[config.mk]
export PLATFORM = sky130hd
export DESIGN_NAME = spi_cfg_arbiter_flat
export DESIGN_NICKNAME = d
export VERILOG_FILES = /design/src/rtl/spi_cfg_arbiter_if.sv /design/src/rtl/spi_cfg_arbiter.sv /design/src/flat_wrapper.sv
export SDC_FILE = /design/constraint.sdc
export NUM_CORES = 1
export LEC_CHECK = 0
export ABC_AREA = 1
export CAP_MARGIN = 20
export CORE_MARGIN = 4
export CORE_UTILIZATION = 54
export CTS_BUF_LIST = sky130_fd_sc_hd__clkbuf_8
export CTS_CLUSTER_SIZE = 14
export DETAILED_ROUTE_END_ITERATION = 12
export PLACE_DENSITY = 0.83
export SLEW_MARGIN = 40
export SYNTH_ARGS = -nofsm -noshare
export SYNTH_HDL_FRONTEND = slang
export SYNTH_SLANG_ARGS = --single-unit
[constraint.sdc]
create_clock -name sys_clk -period 2.21 [get_ports sys_clk]
set_clock_uncertainty 0.1 [all_clocks]
set_input_delay 0.442 -clock sys_clk [delete_from_list [all_inputs] [get_ports sys_clk]]
set_output_delay 0.442 -clock sys_clk [all_outputs]
set_load 0.01 [all_outputs]
[src/rtl/spi_cfg_arbiter_if.sv]
// Requester and pad-side signal bundle for spi_cfg_arbiter.
// The master modport is the arbiter itself; the slave modport is the requester/pad side.
interface spi_cfg_arbiter_if;
  logic        req0;
  logic [23:0] word0;
  logic        ack0;
  logic        req1;
  logic [23:0] word1;
  logic        ack1;
  logic [7:0]  rd_data;
  logic        busy;
  logic        owner;
  logic        sclk;
  logic        clkd_csn;
  logic        sdata_out;
  logic        sdata_oe;
  logic        sdata_in;

  modport master (
    input  req0, word0, req1, word1, sdata_in,
    output ack0, ack1, rd_data, busy, owner,
    output sclk, clkd_csn, sdata_out, sdata_oe
  );

  modport slave (
    output req0, word0, req1, word1, sdata_in,
    input  ack0, ack1, rd_data, busy, owner,
    input  sclk, clkd_csn, sdata_out, sdata_oe
  );
endinterface

[src/rtl/spi_cfg_arbiter.sv]
// Two-port round-robin SPI configuration master for a 3-wire clock-distribution chip.
// Serialises 24-bit accesses MSB-first and captures the readback byte for read accesses.
module spi_cfg_arbiter #(
  parameter int unsigned CLK_DIV = 4
) (
  input  logic               sys_clk,
  input  logic               reset,
  spi_cfg_arbiter_if.master  bus
);

  localparam int unsigned WORD_W = 24;
  localparam int unsigned DIV_W  = 8;
  localparam int unsigned BIT_W  = 5;
  localparam int unsigned DATA_W = 8;

  localparam logic [DIV_W-1:0] DIV_LAST   = DIV_W'(CLK_DIV - 1);
  localparam logic [BIT_W-1:0] BIT_LAST   = BIT_W'(WORD_W - 1);
  localparam logic [BIT_W-1:0] BIT_OE_OFF = BIT_W'(15);

  localparam logic [2:0] S_IDLE  = 3'd0;
  localparam logic [2:0] S_SETUP = 3'd1;
  localparam logic [2:0] S_SHIFT = 3'd2;
  localparam logic [2:0] S_HOLD  = 3'd3;
  localparam logic [2:0] S_GAP   = 3'd4;

  logic [2:0]        state,     state_nxt;
  logic [DIV_W-1:0]  div_cnt,   div_cnt_nxt;
  logic [BIT_W-1:0]  bit_cnt,   bit_cnt_nxt;
  logic [WORD_W-1:0] shreg,     shreg_nxt;
  logic [DATA_W-1:0] cap,       cap_nxt;
  logic              is_read,   is_read_nxt;
  logic              last,      last_nxt;
  logic              owner,     owner_nxt;
  logic              busy,      busy_nxt;
  logic              ack0,      ack0_nxt;
  logic              ack1,      ack1_nxt;
  logic [DATA_W-1:0] rd_data,   rd_data_nxt;
  logic              sclk,      sclk_nxt;
  logic              csn,       csn_nxt;
  logic              sdo,       sdo_nxt;
  logic              oe,        oe_nxt;

  logic              div_end;
  logic              grant;
  logic [WORD_W-1:0] grant_word;

  assign div_end = (div_cnt == DIV_LAST);

  // State and registered outputs.
  always_ff @(posedge sys_clk) begin
    if (reset) begin
      state   <= S_IDLE;
      div_cnt <= '0;
      bit_cnt <= '0;
      shreg   <= '0;
      cap     <= '0;
      is_read <= 1'b0;
      last    <= 1'b1;
      owner   <= 1'b0;
      busy    <= 1'b0;
      ack0    <= 1'b0;
      ack1    <= 1'b0;
      rd_data <= '0;
      sclk    <= 1'b0;
      csn     <= 1'b1;
      sdo     <= 1'b0;
      oe      <= 1'b0;
    end else begin
      state   <= state_nxt;
      div_cnt <= div_cnt_nxt;
      bit_cnt <= bit_cnt_nxt;
      shreg   <= shreg_nxt;
      cap     <= cap_nxt;
      is_read <= is_read_nxt;
      last    <= last_nxt;
      owner   <= owner_nxt;
      busy    <= busy_nxt;
      ack0    <= ack0_nxt;
      ack1    <= ack1_nxt;
      rd_data <= rd_data_nxt;
      sclk    <= sclk_nxt;
      csn     <= csn_nxt;
      sdo     <= sdo_nxt;
      oe      <= oe_nxt;
    end
  end

  // Next-state and next-output logic.
  always_comb begin
    state_nxt   = state;
    div_cnt_nxt = div_cnt;
    bit_cnt_nxt = bit_cnt;
    shreg_nxt   = shreg;
    cap_nxt     = cap;
    is_read_nxt = is_read;
    last_nxt    = last;
    owner_nxt   = owner;
    busy_nxt    = busy;
    ack0_nxt    = 1'b0;
    ack1_nxt    = 1'b0;
    rd_data_nxt = rd_data;
    sclk_nxt    = sclk;
    csn_nxt     = csn;
    sdo_nxt     = sdo;
    oe_nxt      = oe;
    grant       = 1'b0;
    grant_word  = '0;

    case (state)
      S_IDLE: begin
        if (bus.req0 || bus.req1) begin
          // Contention goes to the port that was not served last.
          grant       = (bus.req0 && bus.req1) ? ~last : bus.req1;
          grant_word  = grant ? bus.word1 : bus.word0;
          last_nxt    = grant;
          owner_nxt   = grant;
          shreg_nxt   = grant_word;
          is_read_nxt = grant_word[WORD_W-1];
          sdo_nxt     = grant_word[WORD_W-1];
          oe_nxt      = 1'b1;
          csn_nxt     = 1'b0;
          sclk_nxt    = 1'b0;
          busy_nxt    = 1'b1;
          div_cnt_nxt = '0;
          bit_cnt_nxt = '0;
          state_nxt   = S_SETUP;
        end
      end

      S_SETUP: begin
        if (div_end) begin
          div_cnt_nxt = '0;
          sclk_nxt    = 1'b1;
          state_nxt   = S_SHIFT;
        end else begin
          div_cnt_nxt = div_cnt + DIV_W'(1);
        end
      end

      S_SHIFT: begin
        if (!div_end) begin
          div_cnt_nxt = div_cnt + DIV_W'(1);
        end else begin
          div_cnt_nxt = '0;
          if (sclk) begin
            // Falling transition: present the next bit while sclk is low.
            sclk_nxt  = 1'b0;
            shreg_nxt = {shreg[WORD_W-2:0], 1'b0};
            sdo_nxt   = shreg[WORD_W-2];
            if (is_read && (bit_cnt == BIT_OE_OFF)) begin
              oe_nxt = 1'b0;
            end
          end else if (bit_cnt == BIT_LAST) begin
            state_nxt = S_HOLD;
          end else begin
            // Rising transition: the slave's readback bit is valid here.
            sclk_nxt    = 1'b1;
            bit_cnt_nxt = bit_cnt + BIT_W'(1);
            if (is_read && (bit_cnt >= BIT_OE_OFF)) begin
              cap_nxt = {cap[DATA_W-2:0], bus.sdata_in};
            end
          end
        end
      end

      S_HOLD: begin
        if (div_end) begin
          div_cnt_nxt = '0;
          csn_nxt     = 1'b1;
          oe_nxt      = 1'b0;
          ack0_nxt    = ~owner;
          ack1_nxt    = owner;
          if (is_read) begin
            rd_data_nxt = cap;
          end
          state_nxt = S_GAP;
        end else begin
          div_cnt_nxt = div_cnt + DIV_W'(1);
        end
      end

      S_GAP: begin
        if (div_end) begin
          div_cnt_nxt = '0;
          busy_nxt    = 1'b0;
          state_nxt   = S_IDLE;
        end else begin
          div_cnt_nxt = div_cnt + DIV_W'(1);
        end
      end

      default: begin
        state_nxt = S_IDLE;
      end
    endcase
  end

  assign bus.ack0      = ack0;
  assign bus.ack1      = ack1;
  assign bus.rd_data   = rd_data;
  assign bus.busy      = busy;
  assign bus.owner     = owner;
  assign bus.sclk      = sclk;
  assign bus.clkd_csn  = csn;
  assign bus.sdata_out = sdo;
  assign bus.sdata_oe  = oe;

endmodule

[src/flat_wrapper.sv]
// flat-port wrapper written by rule: the top's interface ports become plain ports
module spi_cfg_arbiter_flat 
#(
  parameter int unsigned CLK_DIV = 4
)
  (sys_clk, reset, bus_req0, bus_word0, bus_req1, bus_word1, bus_sdata_in, bus_ack0, bus_ack1, bus_rd_data, bus_busy, bus_owner, bus_sclk, bus_clkd_csn, bus_sdata_out, bus_sdata_oe);
  spi_cfg_arbiter_if bus_i ();
  input  logic sys_clk;
  input  logic reset;
  input wire logic [$bits(bus_i.req0)-1:0] bus_req0;
  input wire logic [$bits(bus_i.word0)-1:0] bus_word0;
  input wire logic [$bits(bus_i.req1)-1:0] bus_req1;
  input wire logic [$bits(bus_i.word1)-1:0] bus_word1;
  input wire logic [$bits(bus_i.sdata_in)-1:0] bus_sdata_in;
  output wire logic [$bits(bus_i.ack0)-1:0] bus_ack0;
  output wire logic [$bits(bus_i.ack1)-1:0] bus_ack1;
  output wire logic [$bits(bus_i.rd_data)-1:0] bus_rd_data;
  output wire logic [$bits(bus_i.busy)-1:0] bus_busy;
  output wire logic [$bits(bus_i.owner)-1:0] bus_owner;
  output wire logic [$bits(bus_i.sclk)-1:0] bus_sclk;
  output wire logic [$bits(bus_i.clkd_csn)-1:0] bus_clkd_csn;
  output wire logic [$bits(bus_i.sdata_out)-1:0] bus_sdata_out;
  output wire logic [$bits(bus_i.sdata_oe)-1:0] bus_sdata_oe;
  assign bus_i.req0 = bus_req0;
  assign bus_i.word0 = bus_word0;
  assign bus_i.req1 = bus_req1;
  assign bus_i.word1 = bus_word1;
  assign bus_i.sdata_in = bus_sdata_in;
  assign bus_ack0 = bus_i.ack0;
  assign bus_ack1 = bus_i.ack1;
  assign bus_rd_data = bus_i.rd_data;
  assign bus_busy = bus_i.busy;
  assign bus_owner = bus_i.owner;
  assign bus_sclk = bus_i.sclk;
  assign bus_clkd_csn = bus_i.clkd_csn;
  assign bus_sdata_out = bus_i.sdata_out;
  assign bus_sdata_oe = bus_i.sdata_oe;
  spi_cfg_arbiter #(.CLK_DIV(CLK_DIV)) u_core (.sys_clk(sys_clk), .reset(reset), .bus(bus_i));
endmodule
# Yosys cells after proc, flatten, opt, wreduce, memory -nomap -nowiden
# Index checks and enable logic that the tools add are counted.
# op_classes
mux	40
addsub	2
bitwise	6
eq_ne	17
order_cmp	1
reduce_logical	24
# op_table
op	n
2-to-1 mux 23 bit	3
case mux 23 bit (2 select lines)	1
2-to-1 mux 24 bit	1
2-to-1 mux 3 bit	7
2-to-1 mux 5 bit	4
2-to-1 mux 8 bit	2
!= test 2 x 1 -> 1 bit (second input constant)	8
case mux 8 bit (2 select lines)	1
case mux 3 bit (5 select lines)	1
2-to-1 mux 1 bit	14
case mux 5 bit (2 select lines)	1
AND reduction 5 bit	2
AND reduction 3 bit	3
adder 8 x 1 -> 8 bit (second input constant)	1
equality test 8 x 2 -> 1 bit (second input constant)	1
AND reduction 4 bit	2
nonzero test 2 bit	4
AND reduction 7 bit	1
equality test 3 x 2 -> 1 bit (second input constant)	2
NOT 1 bit	6
case mux 1 bit (2 select lines)	3
case mux 1 bit (3 select lines)	2
AND reduction 6 bit	1
nonzero test 3 bit	2
13 further kinds	17
# word_totals
regBits	65
input_bits	53

# Logic depth before layout (Yosys ltp)
# Gate-level depths: netlist of run 1.
# logic_depth
word_depth	6
mapped_depth	12
mapped_depth_nobuf	12

# Worst setup path after synthesis of run 1
# No wires, ideal clock.
# synth_path
kind	register to register
from	reg u_core.div_cnt[0]
to	reg u_core.shreg[3]
setup_slack_ns	0.541
period_less_slack_ns	1.669
setup_time_ns	0.114
arrival_ns	1.455
required_time_ns	1.996
stages_incl_launch_ff	11
n_path_buf	2
path_cell_list	dfxtp_1 > ha_1 > nand2_1 > nor2_1 > nand2_1 > nand2_2 > nand3_2 > buf_6 > buf_6 > a21oi_1 > nor2_1
# synth_between
elab_chain_len	3
# synth_lines
element	line	rtl
start, declared	spi_cfg_arbiter.sv:27	logic [DIV_W-1:0] div_cnt, div_cnt_nxt;
start signal, assigned	spi_cfg_arbiter.sv:70	div_cnt <= div_cnt_nxt;
equality test 8 x 2 -> 1 bit	spi_cfg_arbiter.sv:47	assign div_end = (div_cnt == DIV_LAST);
!= test 2 x 1 -> 1 bit (no source line)	--	
AND reduction 4 bit (no source line)	--	
end signal, assigned	spi_cfg_arbiter.sv:72	shreg <= shreg_nxt;
end, declared	spi_cfg_arbiter.sv:29	logic [WORD_W-1:0] shreg, shreg_nxt;
# No other way between the ends.
# A chain may end at the register's enable or synchronous reset.

# Worst setup path after layout of run 1
# layout_path
from	reg u_core.div_cnt[0]
to	reg u_core.rd_data[0], in the netlist u_core.bus.rd_data[0]
# layout_between
elab_chain_len	2
# layout_lines
element	line	rtl
equality test 8 x 2 -> 1 bit	spi_cfg_arbiter.sv:47	
AND reduction 3 bit (no source line)	--	
end signal, assigned	spi_cfg_arbiter.sv:80	rd_data <= rd_data_nxt;
end, declared	spi_cfg_arbiter.sv:37	logic [DATA_W-1:0] rd_data, rd_data_nxt;
# No other way between the ends.

==> flow_metrics.py, run 1 <==
metrics = {
    "status": {
        "status": "finished clean",
    },
    "clock_network": {
        "htree_levels": 3,
        "holdBufCountCts": 0,
        "numClockSinks": 65,
        "numCtsBuffers": 9,
        "clk_pin_slew_ps": 70,
        "cts_resized": 0,
        "post_cts_buffers": 0,
        "cts_root_buf": "clkbuf_8",
        "insertion_delay_ps": 340,
        "cts_tree": "built",
        "ctsLongestPathBuffers": 2,
    },
    "floorplan": {
        "ios": 69,
        "rows": 28,
        "die_h_um": 88.17,
        "die_w_um": 88.17,
        "start_util_pct": 57.27,
        "coreArea_um2": 6061,
        "die_area_um2": 7774,
    },
    "pwr": {
        "p_sw_share_pct": 40.96,
        "finalPower_mw": 4.988,
        "p_sw_mw": 2.043,
        "p_int_mw": 2.945,
        "pwr-share-comb_pct": 46.5,
        "p_seq_share_pct": 33.4,
        "clkPwrFrac_pct": 20.1,
        "max-vdd-ir-drop_v": 0.0008405,
        "power.leakage_nw": 1.952,
        "powerDensity_nw_per_um2": 1123,
    },
    "drt": {
        "drtIter0Drc": 248,
        "first_pass_iters": 5,
        "viasPerCell": 5.121,
        "route.vias.total": 3523,
        "totalWireLength_um": 8437,
        "detail-route-antenna-nets": 0,
        "drc_errors": 0,
        "avgRoutedWirePerCell_um": 12.26,
    },
    "setup_path": {
        "path_max_fanout": 8,
        "startpoint_type": "flip-flop",
        "endpoint_kind": "flip-flop",
        "path_cells": "ha_1 -> nand2_1 -> nor2_1 -> nand2_1 -> nor2_1 -> nand2_1 -> nand2_1 -> a21oi_1",
        "cp.arrival_ps": 2050,
        "path_class": "flip-flop to flip-flop",
        "cp_num_buf_inv": 0,
        "crit_family": "simple AND/OR/NAND/NOR gates",
        "worst_path_max_delay_cell": "dfxtp_1",
        "required_ps": 2330,
        "cpMostUsedCell": "nand2_1",
        "slowest_delay_ps": 400,
    },
    "placement": {
        "numPortBuffers": 68,
        "placed_area_um2": 4247,
        "post-place-ws_ps": 138.3,
        "gp_congestion": 0.8624,
        "dp_hpwl_um": 6162,
    },
    "synth": {
        "synth_top_area_share_pct": 37.49,
        "yosys.area.top_type": "dfxtp_1",
        "synthDistinctLibCells": 28,
        "syn_inst": 540,
        "postSynthNetCount": 596,
        "synth_edf_count": 0,
        "synth-seq-cells": 65,
        "seq_area_frac_synth_pct": 37.49,
        "netlist_area_um2": 3471,
        "async_flop_share_pct": 0,
        "ys.warnings.count": 0,
        "avgSynthCellArea_um2": 6.427,
        "synth_flop_cell": "dfxtp_1",
        "synth_area_leaders": "dfxtp_1, nand2_1, nor2_1",
    },
    "global_route": {
        "grt_usage_pct": 23.39,
        "antenna_found_initial": 0,
        "grt_pass1_vias": 3366,
        "grt_overflow_total": 0,
        "grt_max_degree": 49,
        "grt_pass1_wl_um": 14590,
    },
    "sta": {
        "timing.final.ws_setup_ps": 276.1,
        "period_share_pct": 87.51,
        "setup_violations": 0,
        "tightest_slew_ps": 569.1,
        "rsz0062_at_grt": "false",
        "slew_headroom_pct": 61.77,
        "max_freq_mhz": 517.1,
        "maxSlewViolCount": 0,
        "period_needed_ps": 1934,
        "final_hold_viol_count": 0,
        "tns_ps": 0,
    },
    "final_layout": {
        "nFillCells": 498,
        "final_common_cell": "nand2_1",
        "area_delta_synth_final_pct": 27.97,
        "nets": 665,
        "drive_above_1_share_pct": 10.44,
        "postLayoutCellArea_um2": 4442,
        "antenna_cells": 0,
        "final_cell_mix": "nand2_1, nor2_1, clkdlybuf4s50_1, dfxtp_1, inv_1",
    },
    "job": {
        "cap_viol_max_count": 0,
    },
    "worst_hold_path": {
        "min_path_type": "flip-flop to flip-flop",
    },
}
## synthesized netlist by cell type, types with 4 or more instances
library cell and count:
clkbuf_1 15, nand3_1 49, o21ai_0 19, nor2_1 77, a21oi_2 20, a21oi_1 26, inv_2 5, buf_6 4
inv_1 50, buf_2 4, nand2_1 177, dfxtp_1 65, nand4_1 4
## cell families after synthesis
| kind of cell | count (synthesis) | share of synthesized area (%) |
|---|---|---|
| adders and majority gates | 3 | 1.082 |
| xor gates and xnor gates | 2 | 0.5048 |
| AOI/OAI and AO/OA | 68 | 12.08 |
| buffers and inverters | 78 | 9.445 |
| and+or+nand+nor | 324 | 39.40 |
| DFF | 65 | 37.49 |
## cell type report
class / count / area [um2] / area share, %
inverter: 55 / 206.4 / 4.648
clock buffer: 11 / 151.4 / 3.408
sequential: 65 / 1301 / 29.30
timing repair buffer: 81 / 803.3 / 18.08
tap: 75 / 93.84 / 2.113
multi-input combinational: 397 / 1842 / 41.46
clock inverter: 4 / 43.79 / 0.9859
## path summary, 6_finish.rpt
check / from / endpoint / slack, ps / cells after the start
setup reg to reg: u_core.div_cnt[0] / u_core.bus.rd_data[0] / 280 / 8
setup / recovery: u_core.div_cnt[0] / u_core.bus.rd_data[0] / 280 / 8
hold reg to reg: u_core.bus.rd_data[4] / u_core.bus.rd_data[4] / 360 / 2
hold / removal: u_core.bus.rd_data[4] / u_core.bus.rd_data[4] / 360 / 2
## flip-flops by register name, indices dropped and copies added, names as in the netlist
| signal | count |
|---|---|
| u_core.bus.ack1 | 1 |
| u_core.shreg | 23 |
| u_core.bus.sdata_oe | 1 |
| u_core.bus.ack0 | 1 |
| u_core.bus.rd_data | 8 |
| u_core.cap | 8 |
| u_core.last | 1 |
| u_core.bit_cnt | 5 |
| u_core.bus.sdata_out | 1 |
| u_core.bus.sclk | 1 |
| u_core.div_cnt | 8 |
| u_core.is_read | 1 |
| u_core.state | 3 |
| u_core.bus.busy | 1 |
| u_core.bus.clkd_csn | 1 |
| u_core.bus.owner | 1 |
## worst reg2reg max path, stage by stage, from the launching register on
cell	delay (ps)
dfxtp_1	400
ha_1	240
nand2_1	70
nor2_1	100
nand2_1	200
nor2_1	280
nand2_1	250
nand2_1	120
a21oi_1	60
## power groups by stage
stage                     clock network (mW)  registers, mW  logic (mW)
after global placement                     0           1.67        2.26
after CTS                               1.01           1.67        2.32
after floorplan                            0           1.66        1.82
final                                   1.00           1.67        2.32
after detailed placement                   0           1.69        2.31
after global routing                    1.06           1.70        2.67
## through the flow
stage	utilization, %	std cells	hold WS (ps)
after floorplan	-	540	349.0
after global placement	70.07	673	349.1
after detailed placement	70.07	673	352.2
after CTS	73.29	688	362.9
after global routing	73.29	688	381.5
final	73.29	688	362.5
## layer usage
| metal | GRT usage [%] | wire [um] | vias to the layer above | share of wire (%) |
|---|---|---|---|---|
| met3 | 4.421 | 461 | 19 | 5.5 |
| met1 | 28.97 | 3758 | 1569 | 45 |
| met2 | 40.45 | 4063 | 102 | 48 |
| met4 | 8.242 | 154 | 0 | 1.8 |
| li1 | - | - | 1833 | - |
| met5 | 0 | 0 | - | 0 |
Power figures use the tool's default switching activity.
==> run 2, diff against run 1 <==
HOLD_SLACK_MARGIN = 0.15   (was default)
==> results of run 2 <==
Final layout, timing and power as in run 1 (identical DEF).
